## src/rtl/mext_mul_sched.sv

```systemverilog
// Arbitrates two requesters onto one iterative multiplier; a one-entry product cache lets MUL/MULH pairs skip the multiply.
// Latency: result 1 cycle after accept on a cache hit or illegal op, 1 cycle after mul_fin otherwise; req_ready is held low until the response is taken.
module mext_mul_sched #(
  parameter bit CACHE_EN = 1'b1
) (
  input  logic             clk,
  input  logic             rst,
  input  logic [1:0]       req_valid,
  output logic [1:0]       req_ready,
  input  logic [1:0][2:0]  req_op,
  input  logic [1:0][31:0] req_a,
  input  logic [1:0][31:0] req_b,
  output logic             resp_valid,
  input  logic             resp_ready,
  output logic             resp_id,
  output logic [31:0]      resp_data,
  input  logic             flush,
  output logic             mul_start,
  output logic [2:0]       mul_op,
  output logic [31:0]      mul_a,
  output logic [31:0]      mul_b,
  input  logic             mul_fin,
  input  logic [63:0]      mul_product
);

  typedef enum logic [2:0] {IDLE, ISSUE, WAIT, RESP, DRAIN} state_t;
  typedef enum logic [1:0] {CLS_SS, CLS_SU, CLS_UU} cls_t;

  typedef struct packed {
    logic [31:0] a;
    logic [31:0] b;
    cls_t        cls;
    logic [63:0] prod;
  } cache_t;

  function automatic cls_t op_class(input logic [2:0] op);
    case (op[1:0])
      2'b10:   op_class = CLS_SU;
      2'b11:   op_class = CLS_UU;
      default: op_class = CLS_SS;
    endcase
  endfunction

  state_t      state;
  logic        rr;
  logic        cache_vld;
  cache_t      cache;

  logic        grant_vld;
  logic        grant_id;
  logic        accept;
  logic [2:0]  sel_op;
  logic [31:0] sel_a;
  logic [31:0] sel_b;
  logic        hit;
  logic [31:0] hit_data;

  always_comb begin
    grant_vld = 1'b0;
    grant_id  = 1'b0;
    case (req_valid)
      2'b01:   grant_vld = 1'b1;
      2'b10: begin
        grant_vld = 1'b1;
        grant_id  = 1'b1;
      end
      2'b11: begin
        grant_vld = 1'b1;
        grant_id  = rr;
      end
      default: ;
    endcase
  end

  // rst gates the grant so nothing is offered while the block is held in reset
  assign accept    = rst && (state == IDLE) && !flush && grant_vld;
  assign req_ready = accept ? (2'b01 << grant_id) : 2'b00;
  assign sel_op    = req_op[grant_id];
  assign sel_a     = req_a[grant_id];
  assign sel_b     = req_b[grant_id];

  // low product half is signedness-independent, so MUL may reuse any class
  assign hit = CACHE_EN && cache_vld && (cache.a == sel_a) && (cache.b == sel_b) &&
               ((sel_op[1:0] == 2'b00) || (cache.cls == op_class(sel_op)));
  assign hit_data = (sel_op[1:0] == 2'b00) ? cache.prod[31:0] : cache.prod[63:32];

  always_ff @(posedge clk or negedge rst) begin
    if (!rst) begin
      state      <= IDLE;
      rr         <= 1'b0;
      cache_vld  <= 1'b0;
      cache      <= '0;
      resp_valid <= 1'b0;
      resp_id    <= 1'b0;
      resp_data  <= '0;
      mul_start  <= 1'b0;
      mul_op     <= '0;
      mul_a      <= '0;
      mul_b      <= '0;
    end else begin
      mul_start <= 1'b0;
      case (state)
        IDLE: begin
          if (accept) begin
            rr      <= ~grant_id;
            resp_id <= grant_id;
            if (sel_op[2]) begin
              resp_data  <= '0;
              resp_valid <= 1'b1;
              state      <= RESP;
            end else if (hit) begin
              resp_data  <= hit_data;
              resp_valid <= 1'b1;
              state      <= RESP;
            end else begin
              mul_op    <= sel_op;
              mul_a     <= sel_a;
              mul_b     <= sel_b;
              mul_start <= 1'b1;
              state     <= ISSUE;
            end
          end
        end
        ISSUE: state <= flush ? DRAIN : WAIT;
        WAIT: begin
          if (mul_fin) begin
            cache     <= {mul_a, mul_b, op_class(mul_op), mul_product};
            cache_vld <= 1'b1;
            if (flush) begin
              state <= IDLE;
            end else begin
              resp_data  <= (mul_op[1:0] == 2'b00) ? mul_product[31:0] : mul_product[63:32];
              resp_valid <= 1'b1;
              state      <= RESP;
            end
          end else if (flush) begin
            state <= DRAIN;
          end
        end
        RESP: begin
          if (flush || resp_ready) begin
            resp_valid <= 1'b0;
            state      <= IDLE;
          end
        end
        DRAIN: begin
          // multiplier is already running; its product still refreshes the cache
          if (mul_fin) begin
            cache     <= {mul_a, mul_b, op_class(mul_op), mul_product};
            cache_vld <= 1'b1;
            state     <= IDLE;
          end
        end
        default: state <= IDLE;
      endcase
    end
  end

endmodule

```

## config.mk

```make
export PLATFORM = sky130hd
export DESIGN_NAME = mext_mul_sched
export DESIGN_NICKNAME = d
export VERILOG_FILES = /design/src/rtl/mext_mul_sched.sv
export SDC_FILE = /design/constraint.sdc
export NUM_CORES = 1
export LEC_CHECK = 0
export CORE_MARGIN = 1
export CORE_UTILIZATION = 30
export CTS_CLUSTER_DIAMETER = 30
export DETAILED_ROUTE_END_ITERATION = 10
export PLACE_DENSITY = 0.65
export SETUP_SLACK_MARGIN = 0.5
export SLEW_MARGIN = 20
export SYNTH_ARGS = -nofsm -noshare
export SYNTH_HDL_FRONTEND = slang
export SYNTH_SLANG_ARGS = --single-unit
```

## constraint.sdc

```tcl
create_clock -name clk -period 6.3 [get_ports clk]
set_input_delay 1.575 -clock clk [delete_from_list [all_inputs] [get_ports clk]]
set_output_delay 1.575 -clock clk [all_outputs]
set_load 0.01 [all_outputs]
```

After elaboration in Yosys (flattened, before gate mapping) --
Index checks and enable logic that the tools add are counted.
Word-level totals: bits in registers 236, input bits 205, output and inout port bits 104, word-level logic and storage cells 102
Operators by class: order comparisons 1, equal/unequal tests 21, shift operators 1, muxes and demuxes 40, bitwise gates (word level) 3, reductions and logical operators 22
Operators with widths (number):
- $mux 32 | 11
- $eq 32x32->1 | 2
- $pmux 32 s2 | 1
- $mux 3 | 8
- $pmux 3 s5 | 1
- $eq 2x2->1 const B | 6
- $mux 1 | 11
- $ne 2x2->1 const B | 5
- $mux 2 | 4
- $pmux 2 s2 | 2
- $reduce_and 4->1 | 2
- $eq 3x2->1 const B | 2
- $logic_and 1x1->1 | 6
- $ne 3x3->1 const B | 2
- $reduce_and 6->1 | 1
- $reduce_and 5->1 | 1
- $logic_not 2->1 | 2
- $reduce_and 2->1 | 2
- $eq 3x1->1 const B | 1
- $eq 3x3->1 const B | 1
- $logic_not 3->1 | 1
- $not 1->1 | 3
- $pmux 1 s3 | 1
- $reduce_bool 3->1 | 1
- other kinds (10) | 11

Longest topological paths before layout --
Gate-level depths: netlist of the first run.
depth in word-level cells 13, gate-level depth with buffers 14, mapped depth without buffers 9

Least setup slack after synthesis of the first run --
Ideal clock, no wire load.
path type input -> output, start in req_valid[0], end out req_ready[0], arrival time 2.893 ns, data required time 4.725 ns, path slack 1.832 ns, stages on the path 8, buffers on the path 5, cells stage by stage nand2b_4 > and2_4 > buf_6 > buf_6 > buf_2 > clkbuf_1 > clkbuf_1 > nor2_1
Between the ends: word-level cells in the longest chain between the ends 5, elaborated cells between the ends (all ways) 9, those cells by class 3 x eq/ne; 1 x shift; 3 x mux; 2 x reduce/logical
RTL lines:
- start: declaration | RTL line 8 | input logic [1:0] req_valid,
- $eq 2x2->1 / $eq 2x1->1 (equally long branches) | RTL line 61 | case (req_valid)
- $reduce_or 3->1 (no source line)
- $mux 1 | RTL line 61
- $logic_and 1x1->1 | RTL line 76 | assign accept = rst && (state == IDLE) && !flush && grant_vld;
- $mux 2 * | RTL line 77 | assign req_ready = accept ? (2'b01 << grant_id) : 2'b00;
- end: declaration | RTL line 9 | output logic [1:0] req_ready,
Every way passes the cells marked *; elsewhere a longest branch is shown, timed or not.

Final worst setup path of the first run --
start in req_valid[1], end out req_ready[0]
The elaborated chain is that of the path after synthesis.

==> run metrics, run 1 <==
Leak=0.00784 uW; Top FF cell, synth=dfrtp_1; Layout fillers=3759; worst-margin pin slew=0.904 ns; status=complete, no violations; Core Util, Final=44.9%; RSZ-0062 raised after global routing=no; Crit path top cell by count=clkdlybuf4s50_1; EDFF count, synth=0; worst vdd ir=between 0.2 and 0.3 mV; post-route cell area=18300 sq um; Die Wd=206 microns; Sw Pwr=3110 uW; ranking of synthesized cells by area=dfrtp_1, mux2_2, mux2i_1, mux2_4, nand2_1; crit path from=req_valid[1]; multi-input logic area=5900 sq um; pin count of the biggest net entering global routing=between 100 and 150; sequential power share=slightly below 30%; Gate Count Post-Synth=1088; Setup crit end kind=output pin; largest delay contributor family on the critical path=buffers and inverters; skew final=between 0.02 and 0.025 ns; CTS sink cnt=~240; Critical path buffers and inverters=3; Via Count=10076; Iter 0 DRT Violations=550; HPWL after DPL=roughly 30000 microns; Area after DPL=16000 sq um; Syn Nets=1293; GP Congestion=0.879; P&R area growth vs syn=47.6%; sequential area share after synthesis=between 40% and 50%; commonest non-fill, non-tap cells in the layout=clkdlybuf4s50_1, dfrtp_1, mux2_2; Hold WC Path Type=register to register; slowest library cell on the worst path=clkdlybuf4s50_1; vias in the first global route=10524; remaining global-route overflow=0; WP data required=4.72 ns; WL/cell=approximately 21 microns; most common cell after layout, fill and taps aside=clkdlybuf4s50_1; worst r2r src=rr; Crit Path Max Fanout=27; Internal Power=6550 uW; later-pin clock latency in the skew report=0.56 ns; YS warnings=0; Core Box Area=40800 sq um; vias per cell=5.03; CTS clk-pin slew, worst paths=0.04 ns; Crit Path Class=primary input to output pin; initial core utilization=30.4%; critical-path cell list=clkdlybuf4s50_1 -> and2_4 -> buf_4 -> nor2_1 -> clkdlybuf4s50_1; DRT Pass-1 Iters=5; Post-CTS Setup Bufs=0; slew margin rel.=39.8%; Max Cap Viol=0; Highest Clock Rate=~190 MHz; final wirelength=between 40000 and 50000 microns; final slew viol count=0; initial antenna violation count=3; Tcrit/Tclk final=between 80% and 90%; final setup fails=0; first-pass GRT wire length=~64000 microns; post-synth top area share=47.5%; area of the mapped netlist=12400 sq um; Min-Delay Startpoint=resp_id; # DRC=0; Max Root-Sink Buffers=3; PortBufs=a little over 300; Tot GR Track Use=slightly above 20%; Startpoint Class=primary input; # IOs=between 300 and 400; htree depth=3; Pwr Density=526 nW/um^2; final hold slack=0.487 ns; Comb pwr share=between 30% and 40%; Rows=74; root buf cell=clkbuf_16; Synth Area per Inst=roughly 11 sq um; Switching Share=between 30% and 40%; FF+latch area=5910 sq um; slowest stage delay, CP=0.67 ns; TNS Setup=0 ns; synth unique cells=68; chip height=206 microns; Synth area leader=dfrtp_1; CTS buffer count=between 60 and 70; Final nets=1625; final worst path period need=5.39 ns; Post-CTS Resized=0; CTS Hold Buffers Added=0; Clock power frac=36.0%; FF+latch count, synth=236; share of cells above drive strength 1=a little over a fifth; final hold violations=0; Final ANT Viol Nets=0; asr flop ratio synth=between 90% and 100%; die area=42300 sq um; CTS tree=done; r2r setup slk=2.33 ns; CP Data Arrival Time=3.82 ns
[routing by layer]
layer  share of wire, %  global-route usage [%]  vias to the layer above  wire, microns
met5                  0                       0                        -              0
met4                3.0                    7.65                        0           1280
met3                9.2                    6.84                       85           3900
met2                 46                    32.0                      448          19700
met1                 41                    25.1                     4947          17500
li1                   -                       -                     4596              -
[worst register-to-register path, cell delays in order, from the launching register on]
cell and delay [ns]:
dfrtp_1 0.36, nand2b_4 0.18, and2_4 0.46, buf_4 0.42
a21oi_1 0.08, nor4_1 0.62, o2111ai_1 0.23, or3_1 0.41
nor4_2 0.35, a21oi_4 0.12, buf_12 0.25, mux2_4 0.39
[stage by stage]
stage | cells | total power (uW) | setup slack (ns)
after floorplan | 1088 | 4700 | 1.83
after global placement | 1883 | 6120 | 0.619
after detailed placement | 1883 | 6210 | 0.568
after CTS | 2002 | 9770 | 0.877
after global routing | 2002 | 10200 | 0.757
final | 2004 | 9660 | 0.906
[kinds of logic (layout without fill, tap and decap cells)]
group | count (synthesis) | count (layout) | synth area share, %
mux | 304 | 304 | 27.4
flops | 236 | 236 | 47.5
simple gates | 206 | 206 | 7.86
compound gates | 172 | 172 | 9.39
buf+inv | 134 | 516 | 5.31
xor+xnor | 35 | 35 | 2.47
other cells | 1 | 3 | 0.0302
[path summary, 6_finish.rpt]
check,to,depth (start not counted)
setup / recovery,req_ready[0],5
hold / removal,resp_id,1
setup reg to reg,mul_a[24],11
hold reg to reg,resp_id,1
max in group asynchronous,cache[64],2
min in group asynchronous,mul_b[5],1
[power by group through the flow]
stage	registers, uW	clock network [uW]	logic [uW]
after floorplan	2770	0	1920
after global placement	2790	0	3330
after detailed placement	2820	0	3390
after CTS	2820	3540	3410
after global routing	2910	3620	3640
final	2820	3480	3370
[synth_stat cells, drive strengths merged, types with 4 or more instances]
library cell  number
dfrtp            236
mux2             174
mux2i            130
nand2            115
inv               75
o21ai             46
o22ai             43
clkbuf            35
buf               24
nor2              22
xor2              20
a21oi             17
xnor2             15
nand2b            11
nor4              10
a221oi             7
a2bb2oi            7
nand3              6
nand4              6
nor3               6
a222oi             5
a22oi              5
nand3b             5
nor2b              5
o2111ai            5
a2111oi            4
o221ai             4
[layout make-up]
type	count	share of cell area (%)
multi-input combinational	718	32.1
sequential	236	32.2
clock inverter	23	1.96
clock buffer	96	10.8
antenna	2	0.0273
inverter	75	1.53
tap	532	3.63
timing repair buffer	322	17.7
[state kept, by name (all words and copies together), names as in the netlist, 2 cells and up]
name       cells
cache        130
mul_a         32
mul_b         32
resp_data     32
state          3
mul_op         2
Power figures use the tool's default switching activity.
==> run 2: changes to the inputs <==
--- a/config.mk
+++ b/config.mk
@@ -9,6 +9,7 @@
 export CORE_UTILIZATION = 30
 export CTS_CLUSTER_DIAMETER = 30
 export DETAILED_ROUTE_END_ITERATION = 10
+export GPL_ROUTABILITY_DRIVEN = 0
 export PLACE_DENSITY = 0.65
 export SETUP_SLACK_MARGIN = 0.5
 export SLEW_MARGIN = 20
==> run 2 against run 1 <==
Global-route usage fell by 0.14 points. Total power is 1.3% lower. First-iteration DRC count down 25%. Via count grew 0.80%. Clock-buffer cell count shrank 8. Worst setup slack got worse by 0.072 ns. Final cell count grew 0.60%. Critical path depth unchanged. Critical path type unchanged. Critical endpoint unchanged. Largest cell class unchanged. Largest power group unchanged. Highest routed layer is now met5.
==> run metrics, run 2 (synthesized netlist as in run 1, its figures left out) <==
# IOs=309; CP Data Arrival Time=3.89 ns; Iter 0 DRT Violations=413; final hold slack=0.485 ns; Max Cap Viol=0; remaining global-route overflow=0; Hold WC Path Type=register to register; CTS buffer count=70; reg2reg end=mul_b[22]; later-pin clock latency in the skew report=0.56 ns; TNS Setup=0 ns; Hold EP=resp_id; CTS Hold Buffers Added=0; Post-CTS Resized=0; Largest register FFs=130; commonest non-fill, non-tap cells in the layout=clkdlybuf4s50_1, dfrtp_1, mux2_2; Pwr Density=521 nW/um^2; Comb pwr share=between 30% and 40%; Crit Path Max Fanout=54; worst-margin pin slew=0.963 ns; HPWL after DPL=30100 microns; CTS sink cnt=236; worst vdd ir=0.295 mV; Rows=74; Min-Delay Startpoint=resp_id; Via Count=10157; CTS clk-pin slew, worst paths=0.04 ns; Max Root-Sink Buffers=3; Switching Share=32.9%; CTS tree=done; RSZ-0062 raised after global routing=no; r2r setup slk=2.29 ns; Clock power frac=about 35%; final wirelength=42200 microns; DRT Pass-1 Iters=5; Worst Hold Depth=1; Final ANT Viol Nets=0; PortBufs=307; Tot Pwr=9540 uW; WL/cell=20.9 microns; DP Worst Slack=approximately 0.44 ns; chip height=206 microns; final slew viol count=0; Crit Path Class=primary input to output pin; Final nets=1632; Highest Clock Rate=183 MHz; Top reg by flops=cache; pin count of the biggest net entering global routing=71; Sw Pwr=3140 uW; root buf cell=clkbuf_16; initial antenna violation count=3; final setup fails=0; Leak=0.00783 uW; sequential power share=29.5%; slew margin rel.=35.8%; worst r2r src=rr; Core Box Area=40800 sq um; post-route cell area=18300 sq um; most common cell after layout, fill and taps aside=clkdlybuf4s50_1; Internal Power=6400 uW; multi-input logic area=about 5900 sq um; die area=around 42000 sq um; final hold violations=0; Startpoint Class=primary input; Post-CTS Setup Bufs=0; status=complete, no violations; skew final=0.0179 ns; path depth of the worst reg2reg path=11; Area after DPL=16000 sq um; Layout fillers=3794; WP data required=between 4 and 5 ns; vias in the first global route=between 10000 and 15000; # DRC=0; final worst path period need=5.47 ns; initial core utilization=around 30%; Die Wd=206 microns; first-pass GRT wire length=approximately 63000 microns; worst setup margin=about 0.83 ns; Setup crit end kind=output pin; share of cells above drive strength 1=between 20% and 30%; vias per cell=5.04; Tcrit/Tclk final=between 80 and 90%; Tot GR Track Use=about a fifth; htree depth=3; P&R area growth vs syn=47.3%; FF+latch area=5910 sq um
## run 2: changes by cell type in the layout (fill, tap and decap cells not counted), moves of 2 or more
| cell | change |
|---|---|
| buf_4 | +6 |
| bufinv_16 | -3 |
| clkinvlp_4 | +5 |
| clkinv_2 | +10 |
| clkinv_4 | +2 |
| clkbuf_8 | -6 |
| clkbuf_1 | -3 |
| buf_12 | -2 |
## run 2: power groups by stage
stage | clock [uW] | sequential, uW | combinational [uW]
3_3_place_gp | 0 | 2790 | 3330
3_5_place_dp | 0 | 2820 | 3380
5_1_grt | 3530 | 2910 | 3620
2_1_floorplan | 0 | 2770 | 1920
6_report | 3370 | 2810 | 3350
4_1_cts | 3430 | 2810 | 3400
## run 2: worst max-delay path, cell delays in order
cell and delay, ns:
clkdlybuf4s50_1 0.70, and2_4 0.57, buf_12 0.34, nor2_1 0.17
clkdlybuf4s50_1 0.51
## run 2: worst max-delay path by stage
stage,startpoint,to
after detailed placement,req_valid[1],mul_a[12]
after floorplan,req_valid[0],req_ready[0]
after global placement,req_valid[1],resp_data[11]
after global routing,req_valid[1],req_ready[0]
final,req_valid[1],req_ready[0]
after CTS,req_valid[1],req_ready[0]
## run 2: cell type report
cell class                      instances  area share (%)
Tap cell                              532            3.64
Clock buffer                           88            10.4
Multi-Input combinational cell        718            32.2
Inverter                               75            1.54
Clock inverter                         38            2.07
Timing Repair Buffer                  326            17.8
Antenna cell                            3          0.0410
Sequential cell                       236            32.3
## run 2: per-stage QoR
stage	utilization (%)	cells
detailed placement	39.2	1887
finish	44.8	2016
global route	44.8	2013
global placement	39.2	1887
floorplan	-	1088
CTS	44.8	2013
## run 2: metal layers
layer | GRT usage (%) | part of all wire, %
met5 | 0 | 0.021
met4 | 8.12 | 2.9
met3 | 6.72 | 9.1
met2 | 32.9 | 47
met1 | 23.9 | 41
==> run 3: changes to the inputs <==
--- a/config.mk
+++ b/config.mk
@@ -5,6 +5,7 @@
 export SDC_FILE = /design/constraint.sdc
 export NUM_CORES = 1
 export LEC_CHECK = 0
+export ABC_AREA = 1
 export CORE_MARGIN = 1
 export CORE_UTILIZATION = 30
 export CTS_CLUSTER_DIAMETER = 30
==> run 3 against run 2 <==
Worst setup slack got worse by 0.052 ns. Register-to-register slack improved by 0.31 ns. Design area up 0.21%. Critical endpoint is now req_ready[1]. Highest routed layer unchanged.
==> run metrics, run 3 <==
initial core utilization=just over 30%; Post-CTS Setup Bufs=0; vias per cell=4.81; Hold EP=cache[30]; Setup crit end kind=output pin; Synth area leader=dfrtp_1; Synth Area per Inst=7.11 sq um; Final Non-Filler Cells=2620; reg2reg end=resp_data[12]; status=complete, no violations; root buf cell=clkbuf_16; Hold WC Path Type=register to register; worst setup margin=0.783 ns; most frequent cells after synthesis=nand2_1, dfrtp_1, o21ai_0, inv_1, nor2_1; die area=42000 sq um; HPWL after DPL=29800 microns; CTS buffer count=70; Highest Clock Rate=roughly 180 MHz; Crit path top cell by count=nor2_1; remaining global-route overflow=0; worst r2r src=rr; vias in the first global route=12858; Rows=73; CP Data Arrival Time=3.94 ns; skew final=between 0.02 and 0.03 ns; Min-Delay Startpoint=cache[30]; Die Wd=205 microns; Via Count=12605; YS warnings=0; multi-input logic area=5480 sq um; most common cell after layout, fill and taps aside=nand2_1; Max Root-Sink Buffers=3; WL/cell=16.9 microns; first-pass GRT wire length=69800 microns; Max Cap Viol=0; TNS Setup=0 ns; Syn Nets=1942; share of cells above drive strength 1=7.88%; Pwr Density=521 nW/um^2; synth unique cells=28; Core Box Area=~40000 sq um; final slew viol count=0; largest delay contributor family on the critical path=buffers and inverters; asr flop ratio synth=100%; post-synth top area share=47.8%; Tcrit/Tclk final=87.6%; final setup fails=0; htree depth=3; later-pin clock latency in the skew report=0.56 ns; chip height=a little over 200 microns; crit path from=req_valid[0]; Tot GR Track Use=21.5%; # IOs=309; Post-CTS Resized=0; DRT Pass-1 Iters=7; WP data required=4.72 ns; final hold slack=0.465 ns; Gate Count Post-Synth=1737; commonest non-fill, non-tap cells in the layout=nand2_1, clkdlybuf4s50_1, dfrtp_1; Final nets=2248; Tot Pwr=9570 uW; final hold violations=0; pin count of the biggest net entering global routing=95; FF+latch area=5910 sq um; CTS clk-pin slew, worst paths=0.04 ns; ranking of synthesized cells by area=dfrtp_1, nand2_1, o21ai_0, inv_1, nand3_1; final worst path period need=5.52 ns; area of the mapped netlist=12400 sq um; Worst Hold Depth=2; path depth of the worst reg2reg path=17; r2r setup slk=~2.6 ns; final wirelength=44300 microns; Crit Path Max Fanout=3; slew margin rel.=36.1%; critical-path cell list=clkdlybuf4s50_1 -> nor2_1 -> nor2_1 -> inv_1 -> nor2_1 -> inv_1 -> nor2_1 -> clkdlybuf4s50_1; placed insts=2496; DP Worst Slack=about 0.75 ns; Critical path buffers and inverters=4; Crit Path Class=primary input to output pin; most common cell in the netlist=nand2_1; Iter 0 DRT Violations=938; initial antenna violation count=6; PortBufs=307; Largest register FFs=130; CTS sink cnt=around 240; Leak=around 0.009 uW; Layout fillers=3942; P&R area growth vs syn=48.5%; EDFF count, synth=0; RSZ-0062 raised after global routing=no; Top reg by flops=cache; slowest stage delay, CP=0.65 ns; # DRC=0; Startpoint Class=primary input; worst vdd ir=0.219 mV; slowest library cell on the worst path=clkdlybuf4s50_1; sequential area share after synthesis=~48%; worst-margin pin slew=~0.96 ns; Final ANT Viol Nets=0; CTS tree=done; FF+latch count, synth=236; Top FF cell, synth=dfrtp_1; CTS Hold Buffers Added=0
run 3: cell count changes after synthesis, moves of 32 or more:
| cell | previous run | this run |
|---|---|---|
| inv_1 | 75 | 153 |
| mux2_2 | 141 | 0 |
| mux2_4 | 33 | 0 |
| mux2i_1 | 128 | 0 |
| nand2_1 | 115 | 726 |
| nand3_1 | 6 | 101 |
| nand4_1 | 6 | 38 |
| nor2_1 | 22 | 114 |
| o21ai_0 | 46 | 176 |
run 3: report_power, final:
| part | internal, uW | switching [uW] | total, uW |
|---|---|---|---|
| clock | 2650 | 1020 | 3670 |
| sequential | 2190 | 455 | 2650 |
| combinational | 1320 | 1920 | 3240 |
| total | 6170 | 3400 | 9570 |
run 3: cell families after synthesis:
kind of cell | after synthesis | share of synthesized area (%)
AO/OA/AOI/OAI | 232 | 9.93
buffers and inverters | 251 | 8.32
other | 1 | 0.0304
AND/OR/NAND/NOR | 1017 | 33.9
flip-flops | 236 | 47.8
run 3: worst max-delay path by stage:
stage / endpoint / cells past startpoint
2_1_floorplan: req_ready[0] / 8
3_3_place_gp: req_ready[1] / 8
3_5_place_dp: req_ready[1] / 8
4_1_cts: req_ready[1] / 8
5_1_grt: req_ready[1] / 8
6_report: req_ready[1] / 8
run 3: layout make-up:
type | count | share of cell area, %
clock buffer | 88 | 10.9
timing repair buffer | 328 | 17.7
multi-input combinational | 1250 | 29.9
inverter | 157 | 3.21
tap | 525 | 3.58
sequential | 236 | 32.2
clock inverter | 35 | 2.61
antenna | 1 | 0.0136
run 3: per-layer routing:
| metal | track usage (%) | share of wire [%] | vias up |
|---|---|---|---|
| met5 | 0 | 0.12 | - |
| met1 | 25.7 | 41 | 5814 |
| met2 | 34.4 | 46 | 527 |
| met3 | 7.72 | 9.9 | 107 |
| met4 | 9.95 | 3.8 | 8 |
| li1 | - | - | 6149 |
run 3: through the flow:
stage               instance area (sq um)  utilization, %
global placement                    15900            39.5
detailed placement                  15900            39.5
global route                        18300            45.6
finish                              18300            45.6
floorplan                           12400               -
CTS                                 18300            45.6
run 3: worst min-delay path, delay by kind of cell (launching register included):
| kind | cells | cell delay [ns] |
|---|---|---|
| flip-flops | 1 | 0.33 |
| AND/OR/NAND/NOR | 2 | 0.10 |
